$ cat src/rtl/cd_csr_mover.sv
// Frame mover between the CDBUS CSR port and local RX/TX frame buffers.
// Sole CSR master; RX and TX jobs are granted round-robin and never overlap.
module cd_csr_mover #(
  parameter int MAX_LEN    = 253,
  parameter int SETTLE_CYC = 2
) (
  input  logic       clk,
  input  logic       reset_n,
  output logic [4:0] csr_address,
  output logic       csr_read,
  output logic       csr_write,
  output logic [7:0] csr_writedata,
  input  logic [7:0] csr_readdata,
  input  logic       rx_pending,
  input  logic       tx_ram_full,
  output logic       rxb_wr_en,
  output logic [7:0] rxb_wr_addr,
  output logic [7:0] rxb_wr_data,
  output logic       rx_frame_valid,
  output logic [7:0] rx_frame_len,
  output logic       rx_overflow,
  input  logic       rx_frame_ack,
  input  logic       tx_req,
  input  logic [7:0] tx_len,
  output logic       tx_ack,
  output logic [7:0] txb_rd_addr,
  input  logic [7:0] txb_rd_data,
  output logic       tx_done,
  output logic       busy
);

  localparam logic [4:0] A_RX_LEN  = 5'h14;
  localparam logic [4:0] A_DAT     = 5'h15;
  localparam logic [4:0] A_CTRL    = 5'h16;
  localparam logic [7:0] MAX_LEN_B = 8'(MAX_LEN);
  localparam logic [7:0] SETTLE_LAST = 8'(SETTLE_CYC - 1);

  typedef enum logic [3:0] {
    S_IDLE, S_RX_START, S_RX_LEN, S_RX_DAT, S_RX_DONE,
    S_TX_START, S_TX_FETCH, S_TX_WR, S_TX_COMMIT, S_SETTLE
  } state_t;

  state_t     state, state_nx;
  logic [7:0] len, cnt, settle_cnt;
  logic       last_rx, ovf_q;
  logic       rx_elig, tx_elig, grant_rx, grant_tx;

  // On a tie the side that was not served last wins.
  assign rx_elig  = rx_pending & ~rx_frame_valid;
  assign tx_elig  = tx_req & ~tx_ram_full;
  assign grant_rx = rx_elig & (~tx_elig | ~last_rx);
  assign grant_tx = tx_elig & (~rx_elig | last_rx);

  always_comb begin
    state_nx      = state;
    csr_address   = 5'd0;
    csr_read      = 1'b0;
    csr_write     = 1'b0;
    csr_writedata = 8'd0;
    rxb_wr_en     = 1'b0;
    rxb_wr_addr   = 8'd0;
    rxb_wr_data   = 8'd0;
    txb_rd_addr   = 8'd0;
    tx_ack        = 1'b0;
    tx_done       = 1'b0;
    busy          = 1'b1;
    case (state)
      S_IDLE: begin
        busy = 1'b0;
        if (grant_rx)      state_nx = S_RX_START;
        else if (grant_tx) state_nx = S_TX_START;
      end
      S_RX_START: begin
        csr_write   = 1'b1;
        csr_address = A_CTRL;
        state_nx    = S_RX_LEN;
      end
      S_RX_LEN: begin
        csr_read    = 1'b1;
        csr_address = A_RX_LEN;
        state_nx    = (csr_readdata == 8'd0) ? S_RX_DONE : S_RX_DAT;
      end
      S_RX_DAT: begin
        csr_read    = 1'b1;
        csr_address = A_DAT;
        rxb_wr_en   = 1'b1;
        rxb_wr_addr = cnt;
        rxb_wr_data = csr_readdata;
        if (cnt == len - 8'd1) state_nx = S_RX_DONE;
      end
      S_RX_DONE: begin
        csr_write     = 1'b1;
        csr_address   = A_CTRL;
        csr_writedata = 8'h10;
        state_nx      = S_SETTLE;
      end
      S_TX_START: begin
        // Entered only from a TX grant, so this is the acceptance pulse.
        tx_ack = 1'b1;
        if (len == 8'd0) begin
          tx_done  = 1'b1;
          state_nx = S_SETTLE;
        end else begin
          csr_write   = 1'b1;
          csr_address = A_CTRL;
          state_nx    = S_TX_FETCH;
        end
      end
      S_TX_FETCH: begin
        txb_rd_addr = cnt;
        state_nx    = S_TX_WR;
      end
      S_TX_WR: begin
        csr_write     = 1'b1;
        csr_address   = A_DAT;
        csr_writedata = txb_rd_data;
        state_nx      = (cnt == len - 8'd1) ? S_TX_COMMIT : S_TX_FETCH;
      end
      S_TX_COMMIT: begin
        csr_write     = 1'b1;
        csr_address   = A_CTRL;
        csr_writedata = 8'h01;
        tx_done       = 1'b1;
        state_nx      = S_SETTLE;
      end
      S_SETTLE: begin
        busy = 1'b0;
        if (settle_cnt == SETTLE_LAST) state_nx = S_IDLE;
      end
      default: state_nx = S_IDLE;
    endcase
  end

  always_ff @(posedge clk or negedge reset_n) begin
    if (!reset_n) begin
      state          <= S_IDLE;
      len            <= 8'd0;
      cnt            <= 8'd0;
      settle_cnt     <= 8'd0;
      last_rx        <= 1'b0;
      ovf_q          <= 1'b0;
      rx_frame_valid <= 1'b0;
      rx_frame_len   <= 8'd0;
      rx_overflow    <= 1'b0;
    end else begin
      state      <= state_nx;
      settle_cnt <= (state == S_SETTLE) ? settle_cnt + 8'd1 : 8'd0;
      case (state)
        S_IDLE: begin
          if (grant_rx) begin
            last_rx <= 1'b1;
          end else if (grant_tx) begin
            last_rx <= 1'b0;
            len     <= tx_len;
            cnt     <= 8'd0;
          end
        end
        S_RX_LEN: begin
          cnt <= 8'd0;
          if (csr_readdata > MAX_LEN_B) begin
            len   <= MAX_LEN_B;
            ovf_q <= 1'b1;
          end else begin
            len   <= csr_readdata;
            ovf_q <= 1'b0;
          end
        end
        S_RX_DAT, S_TX_WR: cnt <= cnt + 8'd1;
        default: ;
      endcase
      // Publishing a new frame takes priority over a release in the same cycle.
      if (state == S_RX_DONE) begin
        rx_frame_valid <= 1'b1;
        rx_frame_len   <= len;
        rx_overflow    <= ovf_q;
      end else if (rx_frame_ack && rx_frame_valid) begin
        rx_frame_valid <= 1'b0;
        rx_overflow    <= 1'b0;
      end
    end
  end

endmodule
$ cat config.mk
export PLATFORM = sky130hd
export DESIGN_NAME = cd_csr_mover
export DESIGN_NICKNAME = d
export VERILOG_FILES = /design/src/rtl/cd_csr_mover.sv
export SDC_FILE = /design/constraint.sdc
export NUM_CORES = 1
export LEC_CHECK = 0
export ABC_AREA = 1
export BUFFER_PORTS_ARGS = -buffer_cell sky130_fd_sc_hd__buf_2
export CAP_MARGIN = 40
export CORE_ASPECT_RATIO = 1.4
export CORE_UTILIZATION = 51
export CTS_BUF_LIST = sky130_fd_sc_hd__clkbuf_4 sky130_fd_sc_hd__clkbuf_8 sky130_fd_sc_hd__clkbuf_16
export DETAILED_ROUTE_END_ITERATION = 16
export PLACE_DENSITY = 0.89
export SYNTH_ARGS = -nofsm -noshare
export SYNTH_HDL_FRONTEND = slang
export SYNTH_SLANG_ARGS = --single-unit
$ cat constraint.sdc
create_clock -name clk -period 2.1 [get_ports clk]
set_input_delay 0.315 -clock clk [delete_from_list [all_inputs] [get_ports clk]]
set_output_delay 0.315 -clock clk [all_outputs]
set_load 0.005 [all_outputs]
Yosys cells after proc, flatten, opt, wreduce, memory -nomap -nowiden --
Cells that the tools add are included.
Storage, ports and cells: flip-flop bits (word level) 40, input bits 30, output and inout port bits 53, word-level logic and storage cells 94
Cells by class: $add $sub $neg 3, magnitude comparators 1, eq/ne operators 16, muxes and demuxes 36, bitwise operators 11, reductions and logical operators 18
Operators with widths (count):
- 8-bit two-way mux | 9
- 8-bit case mux with 3 select lines | 2
- 4-bit case mux with 9 select lines | 1
- 4-bit two-way mux | 6
- 5-bit case mux with 4 select lines | 1
- 8-bit by 1-bit adder with 8-bit output, second input constant | 2
- 4-bit by 3-bit equality test with 1-bit output, second input constant | 4
- 8-bit logical NOT | 2
- 8-bit case mux with 2 select lines | 1
- 1-bit two-way mux | 12
- 3-bit AND reduction | 3
- 4-bit by 2-bit equality test with 1-bit output, second input constant | 2
- 4-bit equality test, second input constant | 2
- 8-bit by 1-bit equality test with 1-bit output, second input constant | 1
- 8-bit equality test | 1
- 8-bit greater-than comparator, second input constant | 1
- 2-bit != test, second input constant | 4
- 2-bit OR reduction | 4
- 8-bit by 1-bit subtractor with 8-bit output, second input constant | 1
- 2-bit nonzero test | 3
- 5-bit two-way mux | 1
- 1-bit inverter | 5
- 1-bit bitwise AND | 4
- 4-bit by 1-bit equality test with 1-bit output, second input constant | 1
- 10 further kinds | 12

Depth between registers and ports, before layout --
depth in word-level cells 8, depth in mapped cells 13, gate-level depth less buffers 13

Worst setup path before layout --
No wires, ideal clock.
path kind reg-to-output, start point register len[0], end point output port csr_address[4], arrival time 1.397 ns, required time 1.785 ns, path slack 0.388 ns, cell stages (with the launch flop) 9, buffers on the path 1, cells stage by stage dfrtp_1 -> inv_1 -> ha_1 -> nand4_1 -> nor2_1 -> nor2_1 -> inv_1 -> nand3_1 -> buf_4
Between the ends: word-level cells in the longest chain between the ends 3
Ends and longest elaborated chain:
- start: declaration | line 44 | logic [7:0] len, cnt, settle_cnt;
- start signal: assignment | line 154 | len <= tx_len;
- start signal: assignment | line 164 | len <= csr_readdata;
- 8-bit logical NOT | line 100 | if (len == 8'd0) begin
- 5-bit two-way mux | line 100
- 5-bit case mux with 4 select lines | line 67 | case (state)
- end: declaration | line 9 | output logic [4:0] csr_address,
Every way passes these cells.

Final worst setup path --
start point register len[1], end point output port csr_address[2]
Same word-level chain as after synthesis.

==> flow_metrics.env <==
export IMPL_nets=500
export IMPL_regToRegSetupSlack_ns=0.32
export IMPL_htreeDepth=2
export IMPL_synth_cell_types=31
export IMPL_clock_path_buffers=2
export IMPL_gp_congestion=0.947
export IMPL_hold_viol=0
export IMPL_whs_ns=0.0236
export IMPL_cp_required_ns=1.78
export IMPL_cp_arrival_ns=1.70
export IMPL_ant_nets=0
export IMPL_cp_start_kind="flip-flop"
export IMPL_clkTransAtPathRegs_ns=0.08
export IMPL_drive_gt1_share_pct=27.4
export IMPL_cp_common_cell="inv_1"
export IMPL_track_usage_pct=27.9
export IMPL_power_leakage_nw=1.76
export IMPL_netlist_instances=380
export IMPL_drt_initial_drc_count=302
export IMPL_core_rowCount=30
export IMPL_wl_per_cell_um=13.6
export IMPL_avgSynthCellArea_um2=6.85
export IMPL_syn_area_um2=2600
export IMPL_crit_path_top_delay_cell="dfrtp_1"
export IMPL_finalMaxSlewViolations=0
export IMPL_dieHeight_um=86.5
export IMPL_place_hpwl_mm=5.42
export IMPL_ys_flop_type="dfrtp_1"
export IMPL_numCtsBuffers=5
export IMPL_grt_max_degree=28
export IMPL_clk_latency_ns=0.30
export IMPL_die_area_um2=5390
export IMPL_crit_path_max_fanout=7
export IMPL_violations="design-rule violations"
export IMPL_yosysTopAreaCellShare_pct=38.5
export IMPL_fillCellCount=438
export IMPL_worst_slew_pin_slew_ns=0.626
export IMPL_crit_path_end_kind="primary output"
export IMPL_drt_pass1_iter_count=12
export IMPL_ys_seq_area_share_pct=38.5
export IMPL_cp_num_cells=8
export IMPL_cts_root_buf="clkbuf_8"
export IMPL_period_share_pct=95.9
export IMPL_start_util_pct=53.3
export IMPL_reg2reg_depth=13
export IMPL_ys_seq_elements=40
export IMPL_core_region_area_um2=4880
export IMPL_cap_violations=0
export IMPL_drc=1
export IMPL_wl_mm=7.24
export IMPL_grt_pass1_vias=2589
export IMPL_antenna_found_initial=0
export IMPL_relSlewSlack_pct=58.3
export IMPL_grt_overflow=0
export IMPL_yosysWarnings=0
export IMPL_crit_type="flip-flop to primary output"
export IMPL_stdcell_area_um2=3210
export IMPL_yosys_area_top_type="dfrtp_1"
export IMPL_num_vias=2839
export IMPL_synth_edff_count=0
export IMPL_synthTopCellsByArea="dfrtp_1 38%, nand2_1 11%, nor2_1 9.5%"
export IMPL_finalClockSkew_ns=0.00655
export IMPL_clock_sinks=40
export IMPL_ys_async_sr_fraction_pct=100
export IMPL_cts_tree="done"
export IMPL_p_per_area_nw_per_um2=1400
export IMPL_period_minus_slack_ns=2.01
export IMPL_grt_pass1_wl_mm=11.8
export IMPL_via_per_inst=5.35
export IMPL_status="finished, violations left"
export IMPL_cp_num_buf_inv=3
export IMPL_n_antenna_cell=0
export IMPL_setup_viol=0
export IMPL_cp_slowest_stage_delay_ns=0.40
export IMPL_synth_nets=414
export IMPL_fp_dieW_um=62.4
export IMPL_hp_class="primary input to asynchronous set/reset pin"
export IMPL_fmax_mhz=496
export IMPL_area_delta_synth_final_pct=23.6
export IMPL_placed_area_um2=3070
export IMPL_io_pins=83
export IMPL_path_cells="inv_1 > ha_4 > nand4_1 > nor2_2 > nor2_1 > inv_1 > nand3_1 > buf_2"
export IMPL_path_delay_family="simple AND/OR/NAND/NOR gates"
export IMPL_vdd_drop_max_mv=0.765
export IMPL_io_buffers=81
## registers in the layout (all words and copies together) (netlist names)
signal          cells
cnt                 8
len                 8
rx_frame_len        8
settle_cnt          8
state               4
last_rx             1
ovf_q               1
rx_frame_valid      1
rx_overflow         1
## cells in the mapped netlist (2+ instances only)
cell type and n:
nor2_4 5, clkbuf_1 3, inv_2 11, xor2_1 2
a31oi_1 2, ha_1 4, nor3_1 9, nor2_1 66
nand3_1 18, nand2_1 76, nand2_4 3, nand4_1 7
a21oi_1 17, o211ai_1 10, o21ai_1 10, nor3_2 2
buf_4 2, o21ai_0 18, nor4_1 3, nand2_2 2
dfrtp_1 40, inv_1 61
## layer usage
| layer | routed length (um) | track usage [%] | share of wire [%] |
|---|---|---|---|
| met1 | 2780 | 30.1 | 38 |
| met2 | 3740 | 53.9 | 52 |
| met3 | 486 | 4.87 | 6.7 |
| met4 | 231 | 10.1 | 3.2 |
| met5 | 0 | 0 | 0 |
## kinds of logic (layout without fill, tap and decap cells)
family          after synthesis  in the layout  synth area share (%)
compound gates               58             58                  12.3
xor+xnor                      3              3                  1.01
fa+ha+maj                     4              4                  1.92
buf+inv                      80            167                  12.3
flops                        40             40                  38.5
other cells                   1              1                 0.144
simple gates                194            194                  33.9
## path summary, 6_finish.rpt
| path | start | to |
|---|---|---|
| min in group clk | rx_frame_ack | rx_frame_valid$_DFFE_PN0P_ |
| min | reset_n | rx_frame_len[2]$_DFFE_PN0P_ |
| max | len[1]$_DFFE_PN0P_ | csr_address[2] |
| min reg2reg | rx_frame_len[5]$_DFFE_PN0P_ | rx_frame_len[5]$_DFFE_PN0P_ |
| max in group asynchronous | reset_n | rx_frame_len[0]$_DFFE_PN0P_ |
| max reg2reg | len[0]$_DFFE_PN0P_ | state[2]$_DFFE_PN0P_ |
## per-stage QoR
step	setup WS, ns	instances	power (mW)	utilization [%]	setup TNS (ns)
floorplan	0.388	380	3.04	-	0
global placement	0.311	521	3.70	62.8	0
detailed placement	0.249	521	3.76	62.8	0
CTS	0.0714	529	4.37	65.1	0
global route	-0.00606	531	4.85	65.9	-0.0100
finish	0.0855	531	4.49	65.9	0
## timing repair
action | CTS | global route
endpoints found under the hold margin | 0 | 0
gates resized for setup | 3 | 8
hold buffers | 0 | 0
setup endpoints to repair | 4 | 9
pin swaps | 0 | 1
setup buffers | 0 | 2
## layout by cell type, fill, tap and decap left out
cell type and count:
buf_2 81, nand2_1 75, nor2_1 63, inv_1 60, dfrtp_1 40, nand3_1 18, o21ai_0 18, a21oi_1 17
inv_2 11, o21ai_1 10, o211ai_1 10, nand4_1 7, nor3_1 7, clkbuf_8 6, nor2_4 5, buf_4 5
nor2_2 4, nor3_2 4, nand2_2 3, nand2_4 3, nor4_1 3, ha_1 3, inv_4 2, a31oi_1 2
xor2_1 2, nor3_4 1, and2_1 1, xnor2_1 1, o22ai_1 1, ha_4 1, conb_1 1, clkbuf_4 1
clkinvlp_4 1
## cell type report
type,count,area (um^2),area share [%]
multi-input combinational,260,1310,40.9
sequential,40,1000,31.1
timing repair buffer,86,443,13.8
inverter,73,279,8.68
clock buffer,7,90.1,2.80
tap,64,80.1,2.49
clock inverter,1,7.51,0.234
## power by group
part / leakage [nW] / switching, mW / internal [mW] / total [mW]
combinational: 1.20 / 1.65 / 0.943 / 2.59
clock: 0.0479 / 0.285 / 0.280 / 0.565
sequential: 0.512 / 0.277 / 1.05 / 1.33
No activity file was read; power rests on OpenSTA's default activity.
